[src/rtl/bp_update_pkg.sv]
// rtl/bp_update_pkg.sv - shared types and defaults for the branch-predictor update scheduler
package bp_update_pkg;

    localparam int BP_DEFAULT_SIZE    = 32;
    localparam int BP_DEFAULT_ENTRIES = 32;
    localparam int BP_DEFAULT_DEPTH   = 8;
    localparam int BP_DEFAULT_GHIST_W = $clog2(BP_DEFAULT_ENTRIES) + 3;

    // Queue entry layout; the scheduler packs its flat entries in this same field order.
    typedef struct packed {
        logic                          is_jalr;
        logic                          mispred;
        logic [BP_DEFAULT_SIZE-1:0]    pc;
        logic [BP_DEFAULT_SIZE-1:0]    target;
        logic [BP_DEFAULT_GHIST_W-1:0] ghist;
    } bp_update_t;

    localparam int BP_UPDATE_W = $bits(bp_update_t);

endpackage

[src/rtl/bp_update_fifo.sv]
// rtl/bp_update_fifo.sv - 3-write/1-read circular buffer holding pending predictor updates
module bp_update_fifo #(
    parameter int W     = bp_update_pkg::BP_UPDATE_W,
    parameter int DEPTH = bp_update_pkg::BP_DEFAULT_DEPTH,
    localparam int AW   = $clog2(DEPTH),
    localparam int CW   = AW + 1
) (
    input  logic                clk,
    input  logic                reset,
    input  logic [1:0]          wr_num_i,
    input  logic [2:0][W-1:0]   wr_data_i,
    input  logic                rd_en_i,
    output logic [W-1:0]        rd_data_o,
    output logic [CW-1:0]       count_o
);

    logic [W-1:0]  mem_q [DEPTH];
    logic [W-1:0]  mem_d [DEPTH];
    logic [AW-1:0] wr_ptr_q, wr_ptr_d;
    logic [AW-1:0] rd_ptr_q, rd_ptr_d;
    logic [CW-1:0] count_q, count_d;
    logic [AW-1:0] wr_idx [3];

    // Consecutive write positions; AW-bit arithmetic wraps modulo DEPTH.
    always_comb begin
        for (int i = 0; i < 3; i++) begin
            wr_idx[i] = wr_ptr_q + AW'(i);
        end
    end

    // Next-state for pointers, occupancy and storage; writes land only in the first wr_num_i positions.
    always_comb begin
        wr_ptr_d = wr_ptr_q + AW'(wr_num_i);
        rd_ptr_d = rd_ptr_q + AW'(rd_en_i);
        count_d  = count_q + CW'(wr_num_i) - CW'(rd_en_i);
        mem_d    = mem_q;
        for (int i = 0; i < 3; i++) begin
            if (2'(i) < wr_num_i) begin
                mem_d[wr_idx[i]] = wr_data_i[i];
            end
        end
    end

    // Control state clears asynchronously so queued entries vanish the moment reset rises.
    always_ff @(posedge clk or posedge reset) begin
        if (reset) begin
            wr_ptr_q <= '0;
            rd_ptr_q <= '0;
            count_q  <= '0;
        end else begin
            wr_ptr_q <= wr_ptr_d;
            rd_ptr_q <= rd_ptr_d;
            count_q  <= count_d;
        end
    end

    // Storage needs no reset; occupancy alone decides what is visible.
    always_ff @(posedge clk) begin
        mem_q <= mem_d;
    end

    assign rd_data_o = (count_q != '0) ? mem_q[rd_ptr_q] : '0;
    assign count_o   = count_q;

endmodule

[src/rtl/bp_update_scheduler.sv]
// rtl/bp_update_scheduler.sv - filters, compacts and queues BRAT updates for the predictor write port
module bp_update_scheduler
    import bp_update_pkg::*;
#(
    parameter int size    = BP_DEFAULT_SIZE,
    parameter int ENTRIES = BP_DEFAULT_ENTRIES,
    parameter int DEPTH   = BP_DEFAULT_DEPTH,
    localparam int INDEX_WIDTH = $clog2(ENTRIES),
    localparam int GW = INDEX_WIDTH + 3,
    localparam int CW = $clog2(DEPTH) + 1
) (
    input  logic             clk,
    input  logic             reset,
    input  logic [2:0]       upd_valid_i,
    input  logic [2:0]       upd_mispred_i,
    input  logic [2:0]       upd_is_jalr_i,
    input  logic [size-1:0]  upd_pc_i_0,
    input  logic [size-1:0]  upd_pc_i_1,
    input  logic [size-1:0]  upd_pc_i_2,
    input  logic [size-1:0]  upd_target_i_0,
    input  logic [size-1:0]  upd_target_i_1,
    input  logic [size-1:0]  upd_target_i_2,
    input  logic [GW-1:0]    upd_ghist_i_0,
    input  logic [GW-1:0]    upd_ghist_i_1,
    input  logic [GW-1:0]    upd_ghist_i_2,
    output logic             out_valid_o,
    input  logic             out_ready_i,
    output logic             out_is_jalr_o,
    output logic             out_mispred_o,
    output logic [size-1:0]  out_pc_o,
    output logic [size-1:0]  out_target_o,
    output logic [GW-1:0]    out_ghist_o,
    output logic [CW-1:0]    count_o,
    output logic             full_o,
    output logic [7:0]       drop_cnt_o
);

    localparam int EW = 2 + 2 * size + GW;

    logic [2:0]          elig;
    logic [2:0][EW-1:0]  slot_data;
    logic [2:0][EW-1:0]  cmp_data;
    logic [1:0]          n_elig;
    logic [1:0]          accepted;
    logic [1:0]          dropped;
    logic [CW-1:0]       free_space;
    logic [8:0]          drop_sum;
    logic [7:0]          drop_cnt_q, drop_cnt_d;
    logic                rd_en;
    logic [EW-1:0]       rd_data;

    assign slot_data[0] = {upd_is_jalr_i[0], upd_mispred_i[0], upd_pc_i_0, upd_target_i_0, upd_ghist_i_0};
    assign slot_data[1] = {upd_is_jalr_i[1], upd_mispred_i[1], upd_pc_i_1, upd_target_i_1, upd_ghist_i_1};
    assign slot_data[2] = {upd_is_jalr_i[2], upd_mispred_i[2], upd_pc_i_2, upd_target_i_2, upd_ghist_i_2};

    // A mispredicted older slot squashes every younger slot in the same cycle.
    always_comb begin
        elig[0] = upd_valid_i[0];
        elig[1] = upd_valid_i[1] & ~(upd_valid_i[0] & upd_mispred_i[0]);
        elig[2] = upd_valid_i[2] & ~(upd_valid_i[0] & upd_mispred_i[0])
                                 & ~(upd_valid_i[1] & upd_mispred_i[1]);
    end

    // Pack eligible slots oldest-first into adjacent write lanes so no queue gaps appear.
    always_comb begin
        n_elig   = '0;
        cmp_data = '0;
        for (int k = 0; k < 3; k++) begin
            if (elig[k]) begin
                cmp_data[n_elig] = slot_data[k];
                n_elig           = n_elig + 2'd1;
            end
        end
    end

    // Space is measured before this cycle's dequeue; overflow drops the youngest and counts them.
    always_comb begin
        free_space = CW'(DEPTH) - count_o;
        accepted   = (CW'(n_elig) > free_space) ? free_space[1:0] : n_elig;
        dropped    = n_elig - accepted;
        drop_sum   = {1'b0, drop_cnt_q} + 9'(dropped);
        drop_cnt_d = drop_sum[8] ? 8'hff : drop_sum[7:0];
    end

    // Saturating drop counter.
    always_ff @(posedge clk or posedge reset) begin
        if (reset) begin
            drop_cnt_q <= '0;
        end else begin
            drop_cnt_q <= drop_cnt_d;
        end
    end

    assign out_valid_o = (count_o != '0);
    assign rd_en       = out_valid_o & out_ready_i;

    bp_update_fifo #(
        .W     (EW),
        .DEPTH (DEPTH)
    ) u_fifo (
        .clk       (clk),
        .reset     (reset),
        .wr_num_i  (accepted),
        .wr_data_i (cmp_data),
        .rd_en_i   (rd_en),
        .rd_data_o (rd_data),
        .count_o   (count_o)
    );

    assign {out_is_jalr_o, out_mispred_o, out_pc_o, out_target_o, out_ghist_o} = rd_data;
    assign full_o     = (count_o == CW'(DEPTH));
    assign drop_cnt_o = drop_cnt_q;

endmodule

[config.mk]
export PLATFORM = sky130hd
export DESIGN_NAME = bp_update_scheduler
export DESIGN_NICKNAME = d
export VERILOG_FILES = /design/src/rtl/bp_update_pkg.sv /design/src/rtl/bp_update_fifo.sv /design/src/rtl/bp_update_scheduler.sv
export SDC_FILE = /design/constraint.sdc
export NUM_CORES = 2
export LEC_CHECK = 0
export BUFFER_PORTS_ARGS = -buffer_cell sky130_fd_sc_hd__buf_2
export CAP_MARGIN = 10
export CORE_UTILIZATION = 61
export DETAILED_ROUTE_END_ITERATION = 8
export MAX_ROUTING_LAYER = met4
export PLACE_DENSITY = 0.9
export SYNTH_ARGS = -nofsm -noshare
export SYNTH_HDL_FRONTEND = slang
export SYNTH_SLANG_ARGS = --single-unit
[constraint.sdc]
create_clock -name clk -period 3.95 [get_ports clk]
set_input_delay 0.395 -clock clk [delete_from_list [all_inputs] [get_ports clk]]
set_output_delay 0.395 -clock clk [all_outputs]
set_load 0.1 [all_outputs]
# Word level (Yosys, flattened, before mapping)
# Cells that the tools add are included.
[word_totals]
reg_bits = 610
input_bits = 228
out_inout_bits = 88
word_cells = 87
[classes]
n_addsub = 11
n_lt_le_gt_ge = 15
eq_ne = 1
mux = 30
bitwise_logic = 12
n_reduce_logical = 6
[ops]
columns = ["operator", "count"]
rows = [
  ["592-bit bitwise mux", 3],
  ["592-bit 2-to-1 mux", 3],
  ["74-bit demux with 3-bit select", 3],
  ["74-bit 2-to-1 mux", 9],
  ["222-bit bitwise mux", 2],
  ["222-bit 2-to-1 mux", 2],
  ["74-bit demux with 2-bit select", 2],
  ["74-bit binary-select mux with 3-bit select", 1],
  ["4-bit greater-or-equal comparator (second input constant)", 4],
  ["3-bit inverter with 4-bit output", 4],
  ["4-bit by 1-bit < comparator with 1-bit output (second input constant)", 3],
  ["8-bit by 2-bit adder with 9-bit output", 1],
  ["8-bit 2-to-1 mux", 1],
  ["1-bit bitwise AND", 6],
  ["2-bit by 3-bit < comparator with 1-bit output (second input constant)", 2],
  ["2-bit 2-to-1 mux", 3],
  ["1-bit logical AND", 5],
  ["2-bit by 1-bit adder with 2-bit output (second input constant)", 2],
  ["4-bit by 2-bit adder with 4-bit output", 1],
  ["4-bit equality test (second input constant)", 1],
  ["2-bit by 1-bit greater-or-equal comparator with 1-bit output (second input constant)", 2],
  ["2-bit by 4-bit greater-than comparator with 1-bit output", 1],
  ["1-bit by 2-bit < comparator with 1-bit output (first input constant)", 2],
  ["4-bit nonzero test", 1],
  ["other kinds (10)", 11],
]

# Logic depth before layout (Yosys ltp)
[depth]
depth_word = 16
depth_mapped = 22
mapped_depth_nobuf = 18

# By module
# From an unflattened synthesis, not the netlist that was laid out.
[unflattened]
cells_unflattened = 4530
area_unflattened_um2 = 36869.1
[modules_own_cells]
columns = ["mod", "instances", "cells_each", "area_per_inst_um2", "seq_area_each_um2"]
rows = [
  ["bp_update_fifo", 1, 4029, 33577.2, 12101.6],
  ["bp_update_scheduler", 1, 501, 3291.9, 200.2],
]

# Least setup slack after synthesis
# Ideal clock, no wire load.
[synth_path]
path_type = "input-to-reg"
start = "input port upd_valid_i[0]"
end = "register u_fifo.count_q[3] (netlist: u_fifo.count_o[3])"
setup_time_ns = 0.079
arrival_time_ns = 4.191
t_required_ns = 3.871
slack_ns = -0.320
cell_stages = 21
path_buffers = 5
path_cell_list = "buf_6 clkbuf_1 buf_1 inv_1 ha_1 nor2b_1 a32o_1 clkbuf_1 ha_1 nor2_1 a41oi_1 a21oi_1 buf_2 o21a_1 inv_1 ha_1 inv_1 ha_1 a21o_1 a21oi_1 xor2_1"
[synth_between]
elab_chain_cells = 10
elab_cells_between_ends = 14
classes_between = "add/sub: 4; order compare: 1; mux: 4; bitwise: 5"
[synth_lines]
columns = ["item", "line", "rtl"]
rows = [
  ["start, declared", "bp_update_scheduler.sv:14", "input logic [2:0] upd_valid_i,"],
  ["parallel branches: the longest is 5 deep, another holds 2-bit by 1-bit adder with 2-bit output", "-", ""],
  ["2-bit 2-to-1 mux *", "bp_update_scheduler.sv:69", "if (elig[k]) begin"],
  ["2-bit by 4-bit greater-than comparator with 1-bit output", "bp_update_scheduler.sv:79", "accepted = (CW'(n_elig) > free_space) ? free_space[1:0] : n_elig;"],
  ["2-bit 2-to-1 mux *", "bp_update_scheduler.sv:79", ""],
  ["4-bit by 2-bit adder with 4-bit output *", "bp_update_fifo.sv:35", "count_d = count_q + CW'(wr_num_i) - CW'(rd_en_i);"],
  ["4-bit by 1-bit subtractor with 4-bit output *", "bp_update_fifo.sv:35", ""],
  ["via u_fifo.count_d[3]", "bp_update_fifo.sv:21", "logic [CW-1:0] count_q, count_d;"],
  ["end signal, assigned", "bp_update_fifo.sv:53", "count_q <= count_d;"],
  ["end, declared", "bp_update_fifo.sv:21", ""],
]
# Mark *: on every way through the listed nets, which the timed path passes.

==> metrics.yaml <==
grt_setup_unrepaired: "false"
grt_pass1_wl_um: 213000
die_w_um: 248
setup_viol: 0
pwr-share-seq_pct: 24.7
drtAntennaViolNets: 0
first_iter_violations: 6094
dieArea_mm2: 0.0617
crit_type: "reg -> reg"
gr-total-overflow: 0
insertion_delay_ns: 0.62
max_slew_margin_pct: 13.8
final_net_count: 3995
drive_gt1_share_pct: 27.4
ioPinCount: 316
worst_pin_slew_ns: 1.29
synth.distinct_cells: 54
syn-instance-count: 3584
ys_warn_count: 0
synth_compound_area_share_pct: 24.0
synth_edf_count: 0
drc_errors: 20
p_comb_share_pct: 62.2
clockRootBuffer: "clkbuf_16"
fp-row-count: 89
finalCriticalPeriod_ns: 3.94
die_h_um: 248
tns_ns: 0
detailed_place_hpwl_um: 79600
dr.pass1.iters: 9
synth_fa_ha_area_share_pct: 0.702
p_per_area_mw_per_mm2: 1170
peakVddDrop_mv: 1.69
port_buffers: 315
ys_top_cells_by_area: "dfxtp_1, mux2i_1, a221oi_2"
power_w: 0.0494
synth_top_area_share_pct: 32.0
fmax_ghz: 0.254
syn-num-nets: 3831
arrival_ns: 4.43
outcome: "finished with violations"
nFillCells: 3803
async_reset_ff_share_pct: 2.95
cts_buffers: 66
violations: "DRC"
p_leak_nw: 16.2
synthMuxAreaShare_pct: 27.0
crit_path_start_kind: "flop"
area_growth_pct: 14.0
grt_util_all_layers_pct: 45.0
wirelength_um: 144000
synth_top_flop_cell: "dfxtp_1"
cp-end-kind: "flop"
dr_total_vias: 36400
finClkSkew_ns: 0.0167
synth-xor-area-share_pct: 0.213
synth_top_family_by_area: "multiplexers"
swShare_pct: 50.0
path_max_fanout: 30
cts_tree: "built"
power.switching_w: 0.0247
yosys.area_share.simple_pct: 9.19
synth-seq-cells: 610
wl_per_cell_um: 31.4
antenna_found_initial: 2
initial_core_util_pct: 62.3
syn_area_mm2: 0.0371
clkSinkCount: 610
clock_path_buffers: 3
cts.clk_slew.worst_paths_ns: 0.07
hold_viol_final: 0
synth-seq-area-share_pct: 33.2
period_share_pct: 99.8
grt_pass1_vias: 36900
synth.most_common_cell: "nor2_1"
syn_avg_cell_area_um2: 10.3
final_max_slew_viol_count: 0
intPower_w: 0.0247
p_clk_share_pct: 13.2
hold_path_class: "in -> reg"
gp_congestion: 0.934
vias_per_cell: 7.97
grt_max_degree: 94
maxCapViolCount: 0
htree_levels: 3
cp.required_ns: 4.44
yosysTopAreaCell: "dfxtp_1"
synth_commonest_cells: "nor2_1, mux2i_1, dfxtp_1"
coreArea_mm2: 0.0595
==> kinds of logic (layout without fill, tap and decap cells) <==
kind of cell / after synthesis / after routing
adder cells (fa/ha/maj): 19 / 19
multiplexers: 814 / 814
flip-flops: 610 / 610
other: 0 / 2
AND/OR/NAND/NOR: 875 / 880
XOR/XNOR: 9 / 9
AO/OA/AOI/OAI: 866 / 867
buffers and inverters: 391 / 595
==> layer usage <==
metal / track usage (%) / part of all wire, % / up-vias
li1: - / - / 14300
met1: 49.1 / 33 / 17100
met2: 68.5 / 44 / 3780
met3: 13.8 / 14 / 1282
met4: 34.8 / 8.9 / 0
met5: - / 0 / -
==> path summary, 6_finish.rpt <==
path | start | depth (start not counted) | slack [ns] | endpoint
max in group asynchronous | reset | 3 | 2.97 | u_fifo.rd_ptr_q[1]$_DFF_PP0_
min | out_ready_i | 3 | 0.21 | u_fifo.rd_ptr_q[0]$_DFF_PP0_
max | u_fifo.count_o[0]$_DFF_PP0_ | 12 | 0.008 | u_fifo.mem_q[198]$_DFF_P_
min in group asynchronous | reset | 3 | 0.45 | u_fifo.count_o[2]$_DFF_PP0_
min reg2reg | u_fifo.mem_q[58]$_DFF_P_ | 2 | 0.56 | u_fifo.mem_q[58]$_DFF_P_
max reg2reg | u_fifo.count_o[0]$_DFF_PP0_ | 12 | 0.008 | u_fifo.mem_q[198]$_DFF_P_
==> layout make-up <==
type                            instances  area, um2  area share [%]
Clock buffer                           99       2070            4.90
Multi-Input combinational cell       2589      23000            54.5
Tap cell                              773        967            2.29
Sequential cell                       610      12300            29.1
Clock inverter                         15        161           0.382
Timing Repair Buffer                  459       3640            8.61
Antenna cell                            2       5.00          0.0118
Inverter                               22       82.6           0.195
==> critical path, cell delays in order, from the launching register on <==
cell,delay (ns)
dfrtp_1,0.47
inv_1,0.10
ha_1,0.35
inv_1,0.09
ha_1,0.35
inv_1,0.08
a211o_1,0.26
buf_4,0.15
a211o_4,0.43
a211oi_4,0.54
buf_12,0.37
mux2i_1,0.14
a221oi_1,0.47
==> state kept, by name, summed over array words and instances, names as in the netlist <==
| signal | flops |
|---|---|
| drop_cnt_o | 8 |
| u_fifo.rd_ptr_q | 3 |
| u_fifo.wr_ptr_q | 3 |
| u_fifo.count_o | 4 |
| u_fifo.mem_q | 592 |
==> stage by stage <==
step	util (%)	hold slack (ns)	worst slack, ns	area, um2	instances
finish	71.0	0.207	0.00833	42200	4569
global route	71.0	0.221	0.0128	42200	4569
CTS	70.8	0.208	0.0457	42100	4554
detailed placement	67.0	0.539	-0.139	39900	4439
global placement	67.0	0.530	-0.0123	39900	4439
floorplan	-	0.334	0.00214	37100	3584
==> cell usage in the layout, fill, tap and decap left out, drive strengths merged, types with 2 or more instances in the layout <==
cell type	synthesis	routed
xor2	4	4
and4	2	2
nand2b	5	5
a41oi	3	3
o211ai	6	6
bufinv	0	3
a21oi	81	81
nor2	747	752
a22o	75	75
a221oi	585	585
and3	6	6
a211oi	8	8
or3	4	4
ha	16	16
and2	6	6
dfxtp	592	592
xnor2	5	5
a211o	3	3
nand2	84	84
a22oi	73	73
nand3	2	2
o21a	9	10
fa	3	3
dfrtp	18	18
a221o	8	8
nor2b	13	13
diode	0	2
clkinv	0	10
inv	22	24
clkbuf	171	100
buf	198	457
o2111ai	6	6
mux4	148	148
mux2i	658	658
mux2	8	8
o21ai	4	4
==> timing repair <==
action                                  in CTS  in global routing
hold buffers                                 1                  0
hold endpoints to repair                    18                  0
buffers inserted                             0                  6
resized for setup                            0                  5
endpoints found under the setup margin       0                216
==> power by group through the flow <==
stage,combinational (W),sequential (W),clock [W]
final,0.0307,0.0122,0.00651
after global routing,0.0315,0.0123,0.00669
after CTS,0.0296,0.0119,0.00644
after detailed placement,0.0292,0.0118,0
after global placement,0.0282,0.0116,0
after floorplan,0.0232,0.0112,0
No activity file was read; power rests on OpenSTA's default activity.
